--- config.mk ---
export PLATFORM = sky130hd
export DESIGN_NAME = stdmacro_pipe_skid
export DESIGN_NICKNAME = d
export VERILOG_FILES = /design/src/rtl/stdmacro_pipe_skid_pkg.sv /design/src/rtl/stdmacro_dff.sv /design/src/rtl/stdmacro_pipe_skid.sv
export SDC_FILE = /design/constraint.sdc
export NUM_CORES = 1
export LEC_CHECK = 0
export ABC_AREA = 0
export CORE_MARGIN = 1
export CORE_UTILIZATION = 30
export CTS_BUF_LIST = sky130_fd_sc_hd__clkbuf_4
export CTS_CLUSTER_SIZE = 12
export DETAILED_ROUTE_END_ITERATION = 10
export GPL_TIMING_DRIVEN = 1
export SYNTH_ARGS = -nofsm -noshare
export SYNTH_HDL_FRONTEND = slang
export SYNTH_SLANG_ARGS = --single-unit
export TNS_END_PERCENT = 5
--- constraint.sdc ---
create_clock -name clk -period 7.5 [get_ports clk]
set_input_delay 2.25 -clock clk [delete_from_list [all_inputs] [get_ports clk]]
set_output_delay 2.25 -clock clk [all_outputs]
set_load 0.05 [all_outputs]
--- src/rtl/stdmacro_pipe_skid_pkg.sv ---
// -----------------------------------------------------------------------------
// stdmacro_pipe_skid_pkg
//   Shared constants for the skid-buffered pipeline stage: width and
//   encodings of the 2-bit occupancy state.
//     EMPTY : no beat held
//     BUSY  : one beat held in the output register
//     FULL  : output register and skid register both hold a beat
//   The fourth code is unused and recovers to EMPTY.
// -----------------------------------------------------------------------------
package stdmacro_pipe_skid_pkg;

    localparam int          STDMACRO_SKID_STATE_W = 2;

    localparam logic [1:0]  STDMACRO_SKID_EMPTY   = 2'b00;
    localparam logic [1:0]  STDMACRO_SKID_BUSY    = 2'b01;
    localparam logic [1:0]  STDMACRO_SKID_FULL    = 2'b10;
    localparam logic [1:0]  STDMACRO_SKID_ILLEGAL = 2'b11;

endpackage : stdmacro_pipe_skid_pkg

--- src/rtl/stdmacro_dff.sv ---
// -----------------------------------------------------------------------------
// stdmacro_dff
//   Generic enabled D flip-flop bank with synchronous, active-high reset
//   that clears the bank to zero. Reset takes priority over the enable.
//   Non-zero reset values are produced by the instantiating module by muxing
//   its reset value into d and forcing en while its own reset is high.
//
// Ports:
//   clk   - clock, state updates on rising edge
//   reset - synchronous active-high clear to zero
//   en    - load enable
//   d     - next value
//   q     - registered value
// -----------------------------------------------------------------------------
module stdmacro_dff #(
    parameter int WIDTH = 1
) (
    input  logic             clk,
    input  logic             reset,
    input  logic             en,
    input  logic [WIDTH-1:0] d,
    output logic [WIDTH-1:0] q
);

    always_ff @(posedge clk) begin
        if (reset) begin
            q <= '0;
        end else if (en) begin
            q <= d;
        end
    end

endmodule : stdmacro_dff

--- src/rtl/stdmacro_pipe_skid.sv ---
// -----------------------------------------------------------------------------
// stdmacro_pipe_skid
//   Single-stage valid/ready pipeline register with a one-entry skid buffer.
//   m_valid, s_ready and m_data are all register outputs, so there is no
//   combinational path from m_ready to s_ready or from s_valid/s_data to
//   m_valid/m_data.
//
// Handshake: a beat moves across an interface on a rising edge where both
//   valid and ready are high. Once m_valid rises it stays high, with m_data
//   held stable, until the downstream transfer. s_data is don't-care when no
//   upstream transfer happens. Beats are never dropped, duplicated or
//   reordered except by reset, which discards everything held.
//
// Ports:
//   clk     - core clock
//   reset   - synchronous active-high reset, overrides any handshake
//   s_valid - upstream payload valid
//   s_ready - block can accept a beat this cycle
//   s_data  - upstream payload
//   m_valid - downstream payload valid
//   m_ready - downstream accepts this cycle
//   m_data  - downstream payload
//   state   - occupancy state, debug visibility only
// -----------------------------------------------------------------------------
module stdmacro_pipe_skid
    import stdmacro_pipe_skid_pkg::*;
#(
    parameter int                    DATA_WIDTH = 32,
    parameter logic [DATA_WIDTH-1:0] RESET_DATA = '0
) (
    input  logic                  clk,
    input  logic                  reset,
    input  logic                  s_valid,
    output logic                  s_ready,
    input  logic [DATA_WIDTH-1:0] s_data,
    output logic                  m_valid,
    input  logic                  m_ready,
    output logic [DATA_WIDTH-1:0] m_data,
    output logic [1:0]            state
);

    logic [STDMACRO_SKID_STATE_W-1:0] state_q;
    logic [STDMACRO_SKID_STATE_W-1:0] state_d;

    logic                  out_load;
    logic [DATA_WIDTH-1:0] out_next;
    logic                  skid_load;

    logic                  out_reg_en;
    logic [DATA_WIDTH-1:0] out_reg_d;
    logic [DATA_WIDTH-1:0] out_q;
    logic                  skid_reg_en;
    logic [DATA_WIDTH-1:0] skid_reg_d;
    logic [DATA_WIDTH-1:0] skid_q;

    // ---------------------------------------------------------------------
    // State register (EMPTY encodes as zero, so the plain clear suffices)
    // ---------------------------------------------------------------------
    stdmacro_dff #(
        .WIDTH (STDMACRO_SKID_STATE_W)
    ) u_state_reg (
        .clk   (clk),
        .reset (reset),
        .en    (1'b1),
        .d     (state_d),
        .q     (state_q)
    );

    // ---------------------------------------------------------------------
    // Next-state and data-enable logic
    // ---------------------------------------------------------------------
    always_comb begin
        state_d   = state_q;
        out_load  = 1'b0;
        out_next  = s_data;
        skid_load = 1'b0;

        case (state_q)
            STDMACRO_SKID_EMPTY: begin
                if (s_valid) begin
                    out_load = 1'b1;
                    state_d  = STDMACRO_SKID_BUSY;
                end
            end

            STDMACRO_SKID_BUSY: begin
                if (s_valid && m_ready) begin
                    out_load = 1'b1;
                end else if (s_valid) begin
                    // Downstream stalled: park the new beat, keep out_reg.
                    skid_load = 1'b1;
                    state_d   = STDMACRO_SKID_FULL;
                end else if (m_ready) begin
                    // out_reg keeps its stale value; m_valid masks it.
                    state_d = STDMACRO_SKID_EMPTY;
                end
            end

            STDMACRO_SKID_FULL: begin
                // s_ready is low here, so s_valid cannot be a transfer.
                if (m_ready) begin
                    out_load = 1'b1;
                    out_next = skid_q;
                    state_d  = STDMACRO_SKID_BUSY;
                end
            end

            default: begin
                state_d = STDMACRO_SKID_EMPTY;
            end
        endcase
    end

    // ---------------------------------------------------------------------
    // Data registers. Their dff reset is tied off; reset instead forces a
    // load of RESET_DATA so any reset value, not only zero, is supported.
    // ---------------------------------------------------------------------
    assign out_reg_en  = reset | out_load;
    assign out_reg_d   = reset ? RESET_DATA : out_next;
    assign skid_reg_en = reset | skid_load;
    assign skid_reg_d  = reset ? RESET_DATA : s_data;

    stdmacro_dff #(
        .WIDTH (DATA_WIDTH)
    ) u_out_reg (
        .clk   (clk),
        .reset (1'b0),
        .en    (out_reg_en),
        .d     (out_reg_d),
        .q     (out_q)
    );

    stdmacro_dff #(
        .WIDTH (DATA_WIDTH)
    ) u_skid_reg (
        .clk   (clk),
        .reset (1'b0),
        .en    (skid_reg_en),
        .d     (skid_reg_d),
        .q     (skid_q)
    );

    // ---------------------------------------------------------------------
    // Outputs, decoded from the registered state only
    // ---------------------------------------------------------------------
    always_comb begin
        m_valid = 1'b0;
        s_ready = 1'b1;
        case (state_q)
            STDMACRO_SKID_EMPTY: begin
                m_valid = 1'b0;
                s_ready = 1'b1;
            end
            STDMACRO_SKID_BUSY: begin
                m_valid = 1'b1;
                s_ready = 1'b1;
            end
            STDMACRO_SKID_FULL: begin
                m_valid = 1'b1;
                s_ready = 1'b0;
            end
            default: begin
                m_valid = 1'b0;
                s_ready = 1'b0;
            end
        endcase
    end

    assign m_data = out_q;
    assign state  = state_q;

    // The unused fourth encoding must fall back to EMPTY on the next edge.
    illegal_state_recovers : assert property (
        @(posedge clk) disable iff (reset)
        (state_q == STDMACRO_SKID_ILLEGAL) |=> (state_q == STDMACRO_SKID_EMPTY)
    );

endmodule : stdmacro_pipe_skid

Yosys cells after proc, flatten, opt, wreduce, memory -nomap -nowiden:

Index checks and enable logic that the tools add are counted.
Widths: inputs -> output; s select.

* flip-flop bits (word level): 66
* bits of input ports: 36
* output and inout bits: 36
* word-level logic and storage cells: 32

* equal/unequal tests: 6
* multiplexer cells: 16
* bitwise gates (word level): 2
* reduce and logical (&&, ||, !) cells: 5

Operators with widths (number)
* $mux 32: 2
* $mux 2: 5
* $mux 1: 7
* $ne 2x2->1 const B: 3
* $pmux 2 s3: 1
* $reduce_and 4->1: 1
* $reduce_or 2->1: 2
* $ne 3x3->1 const B: 1
* $pmux 1 s3: 1
* $eq 2x1->1 const B: 1
* $eq 2x2->1 const B: 1
* $logic_not 2->1: 1
* $or 1x1->1: 2
* $logic_and 1x1->1: 1

Logic depth before layout (Yosys ltp):

Gate-level depths: netlist (run 1).

* word-level depth: 4
* gate-level depth with buffers: 7

By module:

A second synthesis (run 1) with hierarchy kept.

* cell total of the unflattened synthesis: 383
* area, all modules: 3328.2 um^2

By module, submodules not included
* stdmacro_dff at u_out_reg ...: times used 2, cells each 103, area each 1163.6 um^2, seq. area each 640.6 um^2
* stdmacro_pipe_skid: times used 1, cells each 171, area each 933.4 um^2, seq. area each 0.0 um^2
* stdmacro_dff at u_state_reg: times used 1, cells each 6, area each 67.6 um^2, seq. area each 40.0 um^2

Worst setup path before layout (run 1):

No wires, ideal clock.

* kind: input to register
* from: input port m_ready
* to: register u_out_reg.q[0] (enable)
* library setup time: 428 ps
* arrival time: 3971 ps
* slack: 3101 ps
* cell stages on the path: 3
* buffers on the path: 1
* path through: buf_4 -> a22oi_1 -> o21bai_1

* word-level cells in the longest chain between the ends: 4
* elaborated cells on any way between the ends: 5
* those cells by class: mux (3); bitwise (1); reduce/logical (1)

Ends and longest elaborated chain
* start, declared: RTL line stdmacro_pipe_skid.sv:37 `input logic m_ready,`
* $logic_and 1x1->1: RTL line stdmacro_pipe_skid.sv:87 `if (s_valid && m_ready) begin`
* $mux 1: RTL line stdmacro_pipe_skid.sv:87
* $pmux 1 s3 (*): RTL line stdmacro_pipe_skid.sv:78 `case (state_q)`
* $or 1x1->1 (*): RTL line stdmacro_pipe_skid.sv:118 `assign out_reg_en = reset | out_load;`
* named net out_reg_en: RTL line stdmacro_pipe_skid.sv:49 `logic out_reg_en;`
* end signal, assigned: RTL line stdmacro_dff.sv:27 `q <= '0;`
* end signal, assigned: RTL line stdmacro_dff.sv:29 `q <= d;`
* end, declared: RTL line stdmacro_dff.sv:22 `output logic [WIDTH-1:0] q`

Mark *: on every way through the listed nets, which the timed path passes. The rest lies on a longest branch.
A chain may end at the register's enable or synchronous reset.

Worst setup path after layout (run 1):

* from: register u_state_reg.q[1]
* to: output port s_ready

* word-level cells in the longest chain between the ends: 3
* elaborated cells on any way between the ends: 4
* those cells by class: eq/ne (1); mux (1); reduce/logical (2)

Ends and longest elaborated chain
* start, declared: RTL line stdmacro_dff.sv:22
* start signal, assigned: RTL line stdmacro_dff.sv:27
* start signal, assigned: RTL line stdmacro_dff.sv:29
* $eq 2x1->1 or $logic_not 2->1 (tied branches): RTL line stdmacro_pipe_skid.sv:149 `case (state_q)`
* $reduce_or 2->1 (no line) (*)
* $mux 1 (*): RTL line stdmacro_pipe_skid.sv:149
* end, declared: RTL line stdmacro_pipe_skid.sv:34 `output logic s_ready,`

Every way passes the cells marked *; elsewhere a longest branch is shown, timed or not.

==> results.md, run 1 <==
| Result | This run |
|---|---|
| ANT nets after route | 0 |
| Cell chosen for the clock root | sky130_fd_sc_hd__clkbuf_4 |
| Synth-to-layout area growth | 33.9% |
| Number of clock sinks | 66 |
| Max Cap Viol | 0 |
| Final core area utilization | 41.7% |
| Hold Buf Count CTS | 0 |
| Iteration-0 DRC Markers | 51 |
| Post-CTS Repair Setup Buffers | 0 |
| Worst slew margin relative to its limit | 32.1% |
| Place WS | 3.17 ns |
| Clock slew seen by the registers of the worst setup and hold paths | 0.11 ns |
| Critical Path Start Type | flop |
| Synthesized cell area | 2890 um2 |
| Number of global-route vias before repair | 1,883 |
| RSZ-0062 raised after global routing | no |
| Register bit count reported by yosys | 66 |
| Final critical delay including setup and external delays | 4.42 ns |
| Count of cell types in the netlist | 24 |
| Cts bufs inserted | 9 |
| Antenna violations before repair | 0 |
| Count of cells resized by post-cts repair | 0 |
| Area occupied by multi-input gates | 846 um2 |
| Hold WC Path Type | reg -> reg |
| Worst endpoint required time | 5.25 ns |
| Worst reg2reg path startpoint | u_state_reg.q[1] |
| Maximum number of pins on one net before global-route repair | 70 |
| Number of warnings issued by yosys | 0 |
| Kind of end point of the critical path | output pin |
| Synth Flop Type | sky130_fd_sc_hd__edfxtp_1 |
| Final cell count without fillers | 442 |
| Core Box Area | 9280 um2 |
| Count leader, synth | sky130_fd_sc_hd__nand2_1 |
| CP arrival | 2.17 ns |
| Gate count of the mapped netlist | 238 |
| Setup_tns | 0 ns |
| Mapped Avg Cell Area | 12.1 um2 |
| Port Buffers | 71 |
| Overall die width | 100 um |
| Area share of the largest cell type after synthesis | 66.5% |
| Drt via density | 4.34 |
| Boundary pin count | 72 |
| Ranking of synthesized cells by instance count | 66 x sky130_fd_sc_hd__nand2_1, 64 x sky130_fd_sc_hd__edfxtp_1, 34 x sky130_fd_sc_hd__nor2b_1 |
| Total GRT Usage | 12.1% |
| Post-detailed-placement half-perimeter wirelength | 3570 um |
| Post-synthesis share of cell area spent on xor and xnor gates | 0% |
| Wirelength per Cell | 13.1 um |
| Power per cell area | 276 nW/um2 |
| Largest fanout on the critical path | 5 |
| Number of pins exceeding their max-slew limit in the final report | 0 |
| Hold violation total from the final report | 0 |
| Highest achievable clock rate | 0.226 GHz |
| WHS | 0.539 ns |
| Cells taking the most area after synthesis | sky130_fd_sc_hd__edfxtp_1 66%, sky130_fd_sc_hd__nand2_1 8.6%, sky130_fd_sc_hd__nor2b_1 7.4% |
| Total congestion overflow after global routing | 0 |
| Wire length of the first global-routing pass | 9030 um |
| Area share of and/or/nand/nor cells after synthesis | 17.3% |
| Synth Area in Compound Gates | 9.09% |
| Synthesized net count | 278 |
| Filler cell count | 934 |
| First drt pass iteration count | 4 |
| Y dimension of the die | 100 um |
| Startpoint of the lowest-slack hold path | u_state_reg.q[0] |
| Number of enable flip-flop cells after synthesis | 64 |
| TritonCTS clock tree | yes |
| Area occupied by registers | 1960 um2 |
| Number of antenna cells inserted | 0 |
| FFs w/ async S/R, synth | 0% |
| Largest area contributor in the synthesized netlist | sky130_fd_sc_hd__edfxtp_1 |
| Die outline area | 10,000 um2 |
| Clock Latency Late Sink | 0.40 ns |
| Dominant combinational cell family by area after synthesis | simple AND/OR/NAND/NOR gates |
| Global placement routability congestion | 0.776 |
| Leakage component of the power | 1.40 nW |
| Initial Utilization | 31.1% |
| Share of cell area taken by muxes after synthesis | 0.346% |
| Slew at the pin with the worst max-slew slack | 1.02 ns |
| Crit. Startpoint | u_state_reg.q[1] |
| Sequential cell area fraction in the yosys report | 67.9% |
| Crit share post-route | 58.9% |
| Outcome | finished, final reports clean |
| Skew final | 0.0138 ns |
| Floorplan row count | 35 |
| Crit path setup slack, layout | 3.08 ns |
| Worst setup path class | reg -> out |
| Nets | 348 |
| Endpoints failing setup | 0 |
| Count of vias placed by the detailed router | 1,919 |
| Count of unresolved DRC violations after routing | 0 |
| CTS Buffer Depth | 2 |
| Post-synthesis share of cell area spent on full adders, half adders and majority gates | 1.73% |
| Highest ir drop seen on vdd | 115 uV |
| Wire length after detailed routing | 5780 um |
| Placed Cells | 426 |
| CTS H-tree depth | 3 |
| Share of final-layout standard cells stronger than drive strength 1 | 10.5% |
## kinds of logic after synthesis
| logic type | Yosys count |
|---|---|
| DFF | 66 |
| AOI/OAI and AO/OA | 42 |
| muxes | 1 |
| buffers and inverters | 18 |
| adders and majority gates | 4 |
| and+or+nand+nor | 107 |
## through the flow
step,cell area (um2),total power [W]
4_1_cts,3870,0.00108
6_report,3870,0.00107
2_1_floorplan,2890,0.000704
5_1_grt,3870,0.00111
3_5_place_dp,3710,0.000812
3_3_place_gp,3710,0.000809
## where the power goes
group          switching (W)  total, W  internal, W
Sequential         0.0000172  0.000485     0.000468
Clock               0.000132  0.000266     0.000135
Combinational       0.000211  0.000316     0.000105
## worst max-delay path, cell delays in order, from the launching register on
cell                              delay [ns]
sky130_fd_sc_hd__dfxtp_1                0.43
sky130_fd_sc_hd__inv_1                  0.10
sky130_fd_sc_hd__ha_1                   0.24
sky130_fd_sc_hd__or2_2                  0.31
sky130_fd_sc_hd__clkdlybuf4s50_1        0.70
## layout make-up
cell class                 count  share of cell area, %
clock buffer                   9                   1.75
clock inverter                 7                   2.39
inverter                       3                  0.291
multi-input combinational    154                   21.9
sequential                    66                   50.7
tap                          129                   4.17
timing repair buffer          74                   18.8
## state kept, by name, summed over array words and instances, names as in the netlist
| name | count |
|---|---|
| u_out_reg.q | 32 |
| u_state_reg.q | 2 |
| u_skid_reg.q | 32 |
## final timing paths
| check | end | slack (ns) | cells after the start |
|---|---|---|---|
| max reg2reg | u_out_reg.q[31] | 5.32 | 6 |
| max | s_ready | 3.08 | 4 |
| min reg2reg | u_state_reg.q[0] | 0.54 | 2 |
| min | u_state_reg.q[0] | 0.54 | 2 |
## routing by layer
layer | GRT usage, % | vias up | part of all wire (%)
li1 | - | 960 | -
met1 | 14.1 | 894 | 44
met2 | 20.6 | 53 | 50
met3 | 2.86 | 12 | 4.3
met4 | 6.35 | 0 | 1.9
met5 | 0 | - | 0
## layout by cell type (no fill, tap or decap), types with 3 or more instances in the layout
cell and instances:
sky130_fd_sc_hd__a21oi_1 24, sky130_fd_sc_hd__clkbuf_4 9, sky130_fd_sc_hd__buf_4 3, sky130_fd_sc_hd__edfxtp_1 64, sky130_fd_sc_hd__inv_1 3, sky130_fd_sc_hd__clkdlybuf4s50_1 70, sky130_fd_sc_hd__nor2b_1 34, sky130_fd_sc_hd__a21oi_2 11
sky130_fd_sc_hd__ha_1 4, sky130_fd_sc_hd__nand2_1 66
Power figures use the tool's default switching activity.
==> inputs of run 2 (changes only) <==
- clock period: 7.5 -> 4.23 ns (I/O delays scaled with it)
==> results.md, run 2 (same netlist as run 1, synthesis figures left out) <==
| Result | This run | vs previous |
|---|---|---|
| Number of cells on the worst hold path | 2 | unchanged |
| Clock Latency Late Sink | 0.42 ns | +0.02 ns |
| Master of the slowest instance on the critical path | sky130_fd_sc_hd__clkdlybuf4s50_1 |  |
| Number of global-route vias before repair | 1,992 | +5.8% |
| Cell chosen for the clock root | sky130_fd_sc_hd__clkbuf_4 |  |
| Critical Path Start Type | flop |  |
| Iteration-0 DRC Markers | 50 | -2.0% |
| TritonCTS clock tree | yes |  |
| Number of antenna cells inserted | 0 | unchanged |
| Post-CTS Repair Setup Buffers | 0 | unchanged |
| WHS Endpoint | u_state_reg.q[0] |  |
| Top layer in use | met4 |  |
| Leakage component of the power | 1.40 nW | about the same |
| Wire length of the first global-routing pass | 9650 um | +6.9% |
| Number of clock sinks | 66 | unchanged |
| Synth-to-layout area growth | 33.9% | unchanged |
| First drt pass iteration count | 4 | unchanged |
| Worst path depth | 4 | unchanged |
| Maximum number of pins on one net before global-route repair | 38 | -46% |
| Buffers and inverters on the worst path | 2 | unchanged |
| Number of pins exceeding their max-slew limit in the final report | 0 | unchanged |
| Hold Buf Count CTS | 0 | unchanged |
| Wire length after detailed routing | 5880 um | +1.7% |
| Endpoints failing setup | 0 | unchanged |
| Count of unresolved DRC violations after routing | 0 | unchanged |
| RSZ-0062 raised after global routing | no |  |
| Reg-to-reg setup timing slack | 2.19 ns | -3.13 ns |
| Delay of the slowest cell on the worst path | 0.71 ns | about the same |
| Post-detailed-placement half-perimeter wirelength | 3760 um | +5.3% |
| Overall die width | 100 um | unchanged |
| Outcome | finished, final reports clean |  |
| Hold WC Path Type | reg -> reg |  |
| Slew at the pin with the worst max-slew slack | 0.729 ns | -0.287 ns |
| Area occupied by multi-input gates | 846 um2 | unchanged |
| Count of cells along the worst register-to-register path | 5 | -1 |
| ANT nets after route | 0 | unchanged |
| Detailed route wirelength on metal3 | 300 um | +20% |
| Port Buffers | 71 | unchanged |
| Count of vias placed by the detailed router | 1,949 | +1.6% |
| Global placement routability congestion | 0.720 | -7.2% |
| Total GRT Usage | 12.8% | +0.69 points |
| Worst slew margin relative to its limit | 51.3% | +19 points |
| Wirelength per Cell | 13.2 um | +1.0% |
| Setup_tns | 0 ns | unchanged |
| Clock slew seen by the registers of the worst setup and hold paths | 0.11 ns | about the same |
| Share of final-layout standard cells stronger than drive strength 1 | 11.4% | +0.85 points |
| Nets | 351 | +0.86% |
| Antenna violations before repair | 0 | unchanged |
| Largest regs | u_out_reg.q x32, u_skid_reg.q x32, u_state_reg.q x2 |  |
| Worst setup path class | reg -> out |  |
| Worst endpoint required time | 2.96 ns | -2.29 ns |
| CTS H-tree depth | 3 | unchanged |
| Highest achievable clock rate | 0.288 GHz |  |
| WHS | 0.558 ns | +0.0194 ns |
| Cell-by-cell trace of the critical path | inv_1, ha_1, or2_2, clkdlybuf4s50_1 |  |
| Worst reg2reg path startpoint | u_state_reg.q[1] |  |
| Initial Utilization | 31.1% | unchanged |
| Final critical delay including setup and external delays | 3.48 ns |  |
| Core Box Area | 9280 um2 | unchanged |
| Metal-1 WL | 2750 um | +7.9% |
| Total congestion overflow after global routing | 0 | unchanged |
| Commonest cells after routing, fill and taps aside | 70 x sky130_fd_sc_hd__clkdlybuf4s50_1, 66 x sky130_fd_sc_hd__nand2_1, 64 x sky130_fd_sc_hd__edfxtp_1 |  |
| Hold violation total from the final report | 0 | unchanged |
| Largest fanout on the critical path | 5 | unchanged |
| Overall power after layout | 0.00184 W | +72% |
| Highest ir drop seen on vdd | 228 uV | +97% |
| Drt via density | 4.38 | +0.88% |
| Kind of end point of the critical path | output pin |  |
| Max Cap Viol | 0 | unchanged |
| Area occupied by registers | 1960 um2 | unchanged |
| CTS Buffer Depth | 2 | unchanged |
| Y dimension of the die | 100 um | unchanged |
| Startpoint of the lowest-slack hold path | u_state_reg.q[0] |  |
| Crit share post-route | 82.2% |  |
| Power per cell area | 475 nW/um2 | +72% |
| Skew final | 0.0238 ns | +0.00996 ns |
| Cts bufs inserted | 9 | unchanged |
| Category of cells accounting for the largest share of critical-path delay | buffers and inverters |  |
| Die outline area | 10,000 um2 | unchanged |
| DR WL met2 | 2730 um | -5.2% |
| CP arrival | 2.21 ns | +0.04 ns |
| Most common cell after layout, fill and taps aside | sky130_fd_sc_hd__clkdlybuf4s50_1 |  |
| Worst reg2reg endpoint | u_skid_reg.q[3] |  |
| Boundary pin count | 72 | unchanged |
| Count of cells resized by post-cts repair | 0 | unchanged |
| Floorplan row count | 35 | unchanged |
| Filler cell count | 928 | -0.64% |
==> run 2: changes by cell type in the layout (fill, tap and decap cells not counted), sizes merged <==
cell and change:
clkinvlp +1, bufinv -1, inv -1, buf +3
clkinv +1
==> run 2: final cells by class <==
type	count	area share (%)
repair buffers	77	19.4
clock buffers	9	1.75
multi-input cells	154	21.9
well taps	129	4.17
clock inverters	7	1.81
inverters	3	0.291
flip-flops and latches	66	50.7
==> run 2: tightest hold or removal path, stage by stage, from the launching register on <==
cell and delay (ns):
sky130_fd_sc_hd__dfxtp_1 0.37, sky130_fd_sc_hd__nand2b_1 0.08, sky130_fd_sc_hd__mux2i_1 0.06
==> run 2: worst max path at each step <==
stage	to	startpoint
final	s_ready	u_state_reg.q[1]
after global routing	s_ready	u_state_reg.q[1]
after CTS	s_ready	u_state_reg.q[1]
after detailed placement	u_out_reg.q[3]	m_ready
after global placement	u_out_reg.q[30]	m_ready
after floorplan	u_out_reg.q[0]	m_ready
==> run 2: stage by stage <==
stage / std cells / utilization [%] / area [um2] / worst slack [ns]
finish: 445 / 41.7 / 3870 / 0.755
detailed placement: 429 / 40.2 / 3730 / 1.00
global placement: 429 / 40.2 / 3730 / 1.08
floorplan: 238 / - / 2890 / 0.812
CTS: 445 / 41.7 / 3870 / 0.685
global route: 445 / 41.7 / 3870 / 0.599
==> run 2: layer usage <==
layer  up-vias  track usage, %
li1        964               -
met1       921            15.2
met2        54            21.1
met3        10            3.69
met4         0            6.35
met5         -               0
==> run 2: report_power, final <==
group          leakage (nW)  total (W)  switching (W)  internal [W]
registers             0.687   0.000857      0.0000294      0.000827
logic                 0.651   0.000568       0.000377      0.000191
clock network        0.0656   0.000415       0.000237      0.000178
total                  1.40    0.00184       0.000643       0.00120
